### config.mk
export PLATFORM = sky130hd
export DESIGN_NAME = bcd_display4_scan
export DESIGN_NICKNAME = d
export VERILOG_FILES = /design/src/rtl/seg_pkg.sv /design/src/rtl/seg7_decode.sv /design/src/rtl/bcd_display4_scan.sv
export SDC_FILE = /design/constraint.sdc
export NUM_CORES = 1
export LEC_CHECK = 0
export CAP_MARGIN = 20
export CORE_MARGIN = 3
export CORE_UTILIZATION = 58
export DETAILED_ROUTE_END_ITERATION = 10
export GPL_ROUTABILITY_DRIVEN = 0
export HOLD_SLACK_MARGIN = 0.02
export PLACE_DENSITY = 0.9
export SYNTH_ARGS = -nofsm -noshare
export SYNTH_HDL_FRONTEND = slang
export SYNTH_SLANG_ARGS = --single-unit
export TNS_END_PERCENT = 5
### constraint.sdc
create_clock -name clk -period 3.4 [get_ports clk]
set_input_delay 0.34 -clock clk [delete_from_list [all_inputs] [get_ports clk]]
set_output_delay 0.34 -clock clk [all_outputs]
set_load 0.01 [all_outputs]
### src/rtl/seg_pkg.sv
// seg_pkg: shared definitions for the four-digit seven-segment scan driver.
//   - Segment patterns are active low, ordered {A,B,C,D,E,F,G} from bit 6 to bit 0.
//   - NUM_DIGITS and the digit index type size the scan.
//   - scan_state_t tracks whether a first snapshot has been taken since reset.
package seg_pkg;

  localparam int NUM_DIGITS = 4;

  typedef logic [1:0] digit_idx_t;

  localparam digit_idx_t LAST_IDX = digit_idx_t'(NUM_DIGITS - 1);

  // SCAN_WAIT: no snapshot since clr, display dark; SCAN_RUN: normal scanning
  typedef enum logic {
    SCAN_WAIT = 1'b0,
    SCAN_RUN  = 1'b1
  } scan_state_t;

  localparam logic [6:0] SEG_0    = 7'b0000001;
  localparam logic [6:0] SEG_1    = 7'b1001111;
  localparam logic [6:0] SEG_2    = 7'b0010010;
  localparam logic [6:0] SEG_3    = 7'b0000110;
  localparam logic [6:0] SEG_4    = 7'b1001100;
  localparam logic [6:0] SEG_5    = 7'b0100100;
  localparam logic [6:0] SEG_6    = 7'b0100000;
  localparam logic [6:0] SEG_7    = 7'b0001111;
  localparam logic [6:0] SEG_8    = 7'b0000000;
  localparam logic [6:0] SEG_9    = 7'b0000100;
  localparam logic [6:0] SEG_DASH = 7'b1111110;
  localparam logic [6:0] SEG_OFF  = 7'b1111111;

  localparam logic [3:0] AN_OFF = 4'hF;

endpackage

### src/rtl/seg7_decode.sv
// seg7_decode: combinational BCD to seven-segment decoder, active-low outputs.
//   bcd  in  4  BCD digit; codes 10..15 are not valid BCD
//   seg  out 7  active-low segments {A,B,C,D,E,F,G}; invalid codes show a dash
module seg7_decode import seg_pkg::*; (
  input  logic [3:0] bcd,
  output logic [6:0] seg
);

  // Anything outside 0..9 lights only the middle bar so bad data is visible
  always_comb begin
    seg = SEG_DASH;
    case (bcd)
      4'd0:    seg = SEG_0;
      4'd1:    seg = SEG_1;
      4'd2:    seg = SEG_2;
      4'd3:    seg = SEG_3;
      4'd4:    seg = SEG_4;
      4'd5:    seg = SEG_5;
      4'd6:    seg = SEG_6;
      4'd7:    seg = SEG_7;
      4'd8:    seg = SEG_8;
      4'd9:    seg = SEG_9;
      default: seg = SEG_DASH;
    endcase
  end

endmodule

### src/rtl/bcd_display4_scan.sv
// bcd_display4_scan: four-digit time-multiplexed common-anode display driver.
// Snapshots a packed BCD value once per frame and scans the digits one at a time.
//   clk    in  1   rising-edge clock
//   clr    in  1   synchronous active-high reset
//   en     in  1   scan enable; prescaler and digit index hold while low
//   blank  in  1   forces all anodes off, scanning continues underneath
//   d      in  16  packed BCD, d[15:12] thousands .. d[3:0] units
//   dp     in  4   decimal-point request per digit, active high
//   an     out 4   anode enables, active low, an[0] = units
//   seg    out 7   segments, active low, seg[6]=A .. seg[0]=G
//   dp_n   out 1   decimal point, active low
//   frame  out 1   one-cycle pulse the cycle after each snapshot
// Build option: define SEG_LZB_EN for leading-zero blanking of digits 3..1.
module bcd_display4_scan import seg_pkg::*; #(
  parameter int REFRESH_DIV = 50000
) (
  input  logic        clk,
  input  logic        clr,
  input  logic        en,
  input  logic        blank,
  input  logic [15:0] d,
  input  logic [3:0]  dp,
  output logic [3:0]  an,
  output logic [6:0]  seg,
  output logic        dp_n,
  output logic        frame
);

  localparam int PC_W = (REFRESH_DIV > 1) ? $clog2(REFRESH_DIV) : 1;
  localparam logic [PC_W-1:0] PC_LAST = PC_W'(REFRESH_DIV - 1);

  logic [PC_W-1:0] pc;
  digit_idx_t      idx;
  logic [15:0]     snap_d;
  logic [3:0]      snap_dp;
  scan_state_t     state;
  scan_state_t     state_nxt;
  logic            tick;
  logic            frame_start;
  logic            show;
  logic [3:0]      cur_nib;
  logic [6:0]      dec_seg;
  logic            lz_blank;

  assign tick = en && (pc == PC_LAST);

  // State register: the "start flag" is the SCAN_WAIT state
  always_ff @(posedge clk) begin
    if (clr) begin
      state <= SCAN_WAIT;
    end else begin
      state <= state_nxt;
    end
  end

  // Next state: leave SCAN_WAIT on the first enabled cycle, then stay scanning
  always_comb begin
    state_nxt = state;
    case (state)
      SCAN_WAIT: if (en) state_nxt = SCAN_RUN;
      SCAN_RUN:  state_nxt = SCAN_RUN;
      default:   state_nxt = SCAN_WAIT;
    endcase
  end

  // Frame start is either the first enabled cycle or the tick that ends the last digit;
  // the display stays dark until something has actually been snapshotted
  always_comb begin
    frame_start = 1'b0;
    show        = 1'b0;
    case (state)
      SCAN_WAIT: frame_start = en;
      SCAN_RUN: begin
        frame_start = tick && (idx == LAST_IDX);
        show        = 1'b1;
      end
      default: begin
        frame_start = 1'b0;
        show        = 1'b0;
      end
    endcase
  end

  // Prescaler and digit index; both freeze whenever en is low
  always_ff @(posedge clk) begin
    if (clr) begin
      pc  <= '0;
      idx <= '0;
    end else if (frame_start) begin
      pc  <= '0;
      idx <= '0;
    end else if (tick) begin
      pc  <= '0;
      idx <= idx + digit_idx_t'(1);
    end else if (en) begin
      pc  <= pc + PC_W'(1);
    end
  end

  // Snapshot once per frame so a value changing mid-scan never tears
  always_ff @(posedge clk) begin
    if (clr) begin
      snap_d  <= '0;
      snap_dp <= '0;
    end else if (frame_start) begin
      snap_d  <= d;
      snap_dp <= dp;
    end
  end

  assign cur_nib = snap_d[{idx, 2'b00} +: 4];

  seg7_decode u_decode (
    .bcd (cur_nib),
    .seg (dec_seg)
  );

`ifdef SEG_LZB_EN
  // A digit is a leading zero when it and every more significant nibble are zero;
  // the units digit always shows so that zero reads as "0"
  always_comb begin
    lz_blank = 1'b0;
    case (idx)
      2'd3:    lz_blank = (snap_d[15:12] == 4'd0);
      2'd2:    lz_blank = (snap_d[15:8]  == 8'd0);
      2'd1:    lz_blank = (snap_d[15:4]  == 12'd0);
      default: lz_blank = 1'b0;
    endcase
  end
`else
  assign lz_blank = 1'b0;
`endif

  // Registered outputs give a fixed one-cycle latency from idx, snapshot or blank
  always_ff @(posedge clk) begin
    if (clr) begin
      an    <= AN_OFF;
      seg   <= SEG_OFF;
      dp_n  <= 1'b1;
      frame <= 1'b0;
    end else begin
      frame <= frame_start;
      if (!show) begin
        an   <= AN_OFF;
        seg  <= SEG_OFF;
        dp_n <= 1'b1;
      end else begin
        an   <= blank ? AN_OFF : ~(4'b0001 << idx);
        seg  <= lz_blank ? SEG_OFF : dec_seg;
        dp_n <= ~snap_dp[idx];
      end
    end
  end

endmodule

==> results.txt <==
----------------------------------------------------
[Run status]
  Run status ... finished clean

[Floorplanning]
  Io pins ... 37
  Height of the die ... 71.3 um
  Initial Utilization ... 60.9%
  Std-Cell Rows ... 23
  Area of the die ... ~5100 um2
  Horizontal die dimension ... between 70 and 80 um
  Core ar. ... roughly 4100 um2

[Hold path]
  Worst hold stages ... 2
  Start point of the worst min-delay path ... snap_d[7]$_SDFFE_PP0P_
  Worst min path class ... reg2reg
  Worst Hold Path EP ... snap_d[7]$_SDFFE_PP0P_

[Synth]
  Most instantiated library cell after synthesis ... sky130_fd_sc_hd__dfxtp_1
  Gate count of the mapped netlist ... approximately 260
  Post-synth EDFFs ... 0
  Share of the synthesized area in compound gates (AO/OA/AOI/OAI) ... 6.63%
  Post-Syn Area per Cell ... 9.58 um2
  Dominant combinational cell family by area after synthesis ... simple AND/OR/NAND/NOR gates
  Dominant register cell in the synthesized netlist ... sky130_fd_sc_hd__dfxtp_1
  Adder and majority gate portion of the synthesized area ... 5.57%
  Most instantiated cells after synthesis ... 52 x sky130_fd_sc_hd__dfxtp_1, 41 x sky130_fd_sc_hd__nand2b_1, 23 x sky130_fd_sc_hd__mux2i_1
  Post-synthesis cell type count ... 34
  Total number of yosys warnings ... 0
  Post-Synth Simple-Gate Area ... ~25%
  Ranking of synthesized cells by area ... sky130_fd_sc_hd__dfxtp_1 42%, sky130_fd_sc_hd__nand2b_1 10%, sky130_fd_sc_hd__mux2i_1 9.3%, sky130_fd_sc_hd__ha_1 5.6%, sky130_fd_sc_hd__mux4_2 4.6%
  Synth area leader ... sky130_fd_sc_hd__dfxtp_1
  Nets in the synthesized netlist ... between 200 and 300
  Yosys reg bits ... between 50 and 60
  Sequential-to-total area share from yosys stat ... about 42%
  Area of the mapped netlist ... around 2500 um2
  Multiplexer share of the synthesized area ... between 10% and 20%
  FFs w/ async S/R, synth ... 0%
  Xor/xnor share of the synthesized area ... about 3.2%
  Share of the synthesized area in the top cell type ... between 40% and 50%

[Global route]
  Fraction of met3 tracks used by global routing ... about 5.2%
  Vias in the first global route ... around 1800
  Met1 usage in global routing ... approximately 25%
  Fraction of met2 tracks used by global routing ... between 30% and 40%
  Combined global-route utilization of all metal layers ... roughly 20%
  Routing layer with the top usage in global route ... met2
  Initial antenna violation count ... 0
  Maximum number of pins on one net before global-route repair ... 31
  Global-route wire length before repair ... roughly 8000 um
  Residual overflow from global routing ... 0

[Drt]
  Mean routed wirelength per cell ... roughly 14 um
  Vias post-DR ... roughly 1800
  Pre-antenna DRT Iters ... 4
  Routed via count divided by cell count ... 5.38
  Number of DRC violations after detailed routing ... 0
  Number of design-rule violations left by the first detailed-router iteration ... about 120
  Final ANT Viol Nets ... 0
  Wirelength, routed ... ~4600 um

[Critical path]
  Data required time of the critical path ... about 3.6 ns
  R2r endpoint ... snap_dp[2]$_SDFFE_PP0P_
  FF-to-FF path depth ... 5
  Worst R2R Setup Slack ... between 1 and 1.5 ns
  Worst setup SP type ... input port
  Endpoint arrival time on the critical path ... roughly 2.6 ns
  Crit. End Element ... flop
  Worst-path maximum fanout ... 21
  Category of the critical setup timing path ... in2reg
  Startpoint of the worst-slack reg-to-reg timing path ... pc[0]$_SDFFE_PP0P_

[Job]
  Max-cap check violation count ... 0

[Timing]
  RSZ-0062 raised after global routing ... no
  Final Worst Setup Slack ... 0.997 ns
  Setup TNS ... 0 ns
  Final hold slack ... just under 0.5 ns
  Period Utilization, post-route ... a little over 70%
  Slew Viols, Final ... 0
  Worst rel slew slack ... between 50% and 60%
  Worst clock skew on the final layout ... approximately 0.0086 ns
  # setup viols final ... 0
  Maximum achievable frequency ... around 420 MHz
  Actual transition at the worst max-transition pin ... 0.647 ns
  Final critical delay including setup and external delays ... about 2.4 ns
  Number of hold violations in the final report ... 0

[CTS]
  CTS tree ... done
  Clock input transition at the sequential cells of the worst setup and hold paths ... 0.09 ns
  Count of buffers added by post-CTS timing repair for setup ... 0
  Clock latency on the worst-skew pair ... around 0.31 ns
  Max Buffers Root-to-Sink ... 2
  Num Clock Sinks ... between 50 and 60
  PostCTS Resize Cnt ... 0
  Number of CTS-inserted buffers ... 5
  Deepest level of the CTS H-tree ... 2
  Buffer cell driving the clock tree root ... sky130_fd_sc_hd__clkbuf_8
  Post-CTS Hold Fix Bufs ... 0

[Power and ir drop]
  Standby leakage power ... around 1.1 nW
  Areal power density over the cells ... 408 nW/um2
  Highest ir drop seen on vdd ... around 0.2 mV

[Placement]
  Worst-case setup slack after placement ... around 0.74 ns
  Detailed Place HPWL ... 3170 um
  Cell Area, Placed ... ~2800 um2
  Number of input and output port buffers inserted ... 36

[Cells and area]
  # nets final ... between 300 and 400
  Area growth, synth to finish ... 19.0%
  Post-route standard cell area excluding fillers ... slightly below 3000 um2
  Share of post-route cells with drive strength above 1 ... 6.21%
  Count of inserted antenna diode cells ... 0

----------------------------------------------------
==> worst max-delay path, cell delays in order <==
cell and delay, ns:
sky130_fd_sc_hd__clkdlybuf4s50_1 0.69, sky130_fd_sc_hd__nand4_2 0.17, sky130_fd_sc_hd__or4_1 0.66, sky130_fd_sc_hd__o32a_4 0.56, sky130_fd_sc_hd__mux2i_1 0.17
==> how the worst max path moves through the flow <==
stage	startpoint	to	slack, ns	depth (start not counted)
2_1_floorplan	pc[0]$_SDFFE_PP0P_	snap_d[0]$_SDFFE_PP0P_	1.32	7
3_3_place_gp	en	snap_d[0]$_SDFFE_PP0P_	0.79	5
3_5_place_dp	en	snap_d[0]$_SDFFE_PP0P_	0.74	5
4_1_cts	en	snap_dp[2]$_SDFFE_PP0P_	1.01	5
5_1_grt	en	pc[0]$_SDFFE_PP0P_	0.90	5
6_report	en	snap_dp[2]$_SDFFE_PP0P_	1.0	5
==> area by class of cell <==
type                       instances  area, um2
tap                               50       62.6
timing repair buffer              37        368
multi-input combinational        185       1330
clock buffer                       5       68.8
sequential                        52       1040
fill                             290       1110
clock inverter                     3       42.5
inverter                           8       30.0
==> cell families after synthesis <==
group,after synthesis
DFF,52
xor gates and xnor gates,9
buffers and inverters,21
AOI/OAI and AO/OA,27
muxes,28
adders and majority gates,11
and+or+nand+nor,110
==> flip-flops by register name (all words and copies together) (netlist names) <==
name and flops:
idx 2, dp_n 1, snap_d 16, seg 7
an 4, snap_dp 4, state 1, frame 1
pc 16
==> per-stage QoR <==
stage	total power [mW]	std cells	utilization [%]
after floorplan	0.739	258	-
after global placement	0.786	332	69.8
after detailed placement	0.791	332	69.8
after CTS	1.21	340	72.5
after global routing	1.24	340	72.5
final	1.20	340	72.5
==> power by group <==
part	internal, mW	total (mW)	switching (mW)
clock network	0.218	0.424	0.206
logic	0.0758	0.132	0.0567
registers	0.632	0.645	0.0126
total	0.926	1.20	0.275
==> per-layer routing <==
| layer | routed length, um | up-vias |
|---|---|---|
| met5 | 0 | - |
| met4 | 81 | 0 |
| met3 | 246 | 8 |
| met2 | 2210 | 50 |
| met1 | 2070 | 837 |
| li1 | - | 935 |
==> layout by cell type, fill, tap and decap left out, types with 6 or more instances in the layout <==
cell type                         synthesis  routed
sky130_fd_sc_hd__clkdlybuf4s50_1          0      36
sky130_fd_sc_hd__nand3_1                  6       6
sky130_fd_sc_hd__mux2i_1                 23      23
sky130_fd_sc_hd__nand2_1                 18      18
sky130_fd_sc_hd__o21ai_0                 12      12
sky130_fd_sc_hd__inv_1                    8       8
sky130_fd_sc_hd__nor2_1                  19      19
sky130_fd_sc_hd__nand4_1                  6       6
sky130_fd_sc_hd__a21oi_1                 11      11
sky130_fd_sc_hd__or3_1                    6       6
sky130_fd_sc_hd__ha_1                    11      11
sky130_fd_sc_hd__xor2_1                   7       7
sky130_fd_sc_hd__nand2b_1                41      41
sky130_fd_sc_hd__dfxtp_1                 52      52
Power figures use the tool's default switching activity.
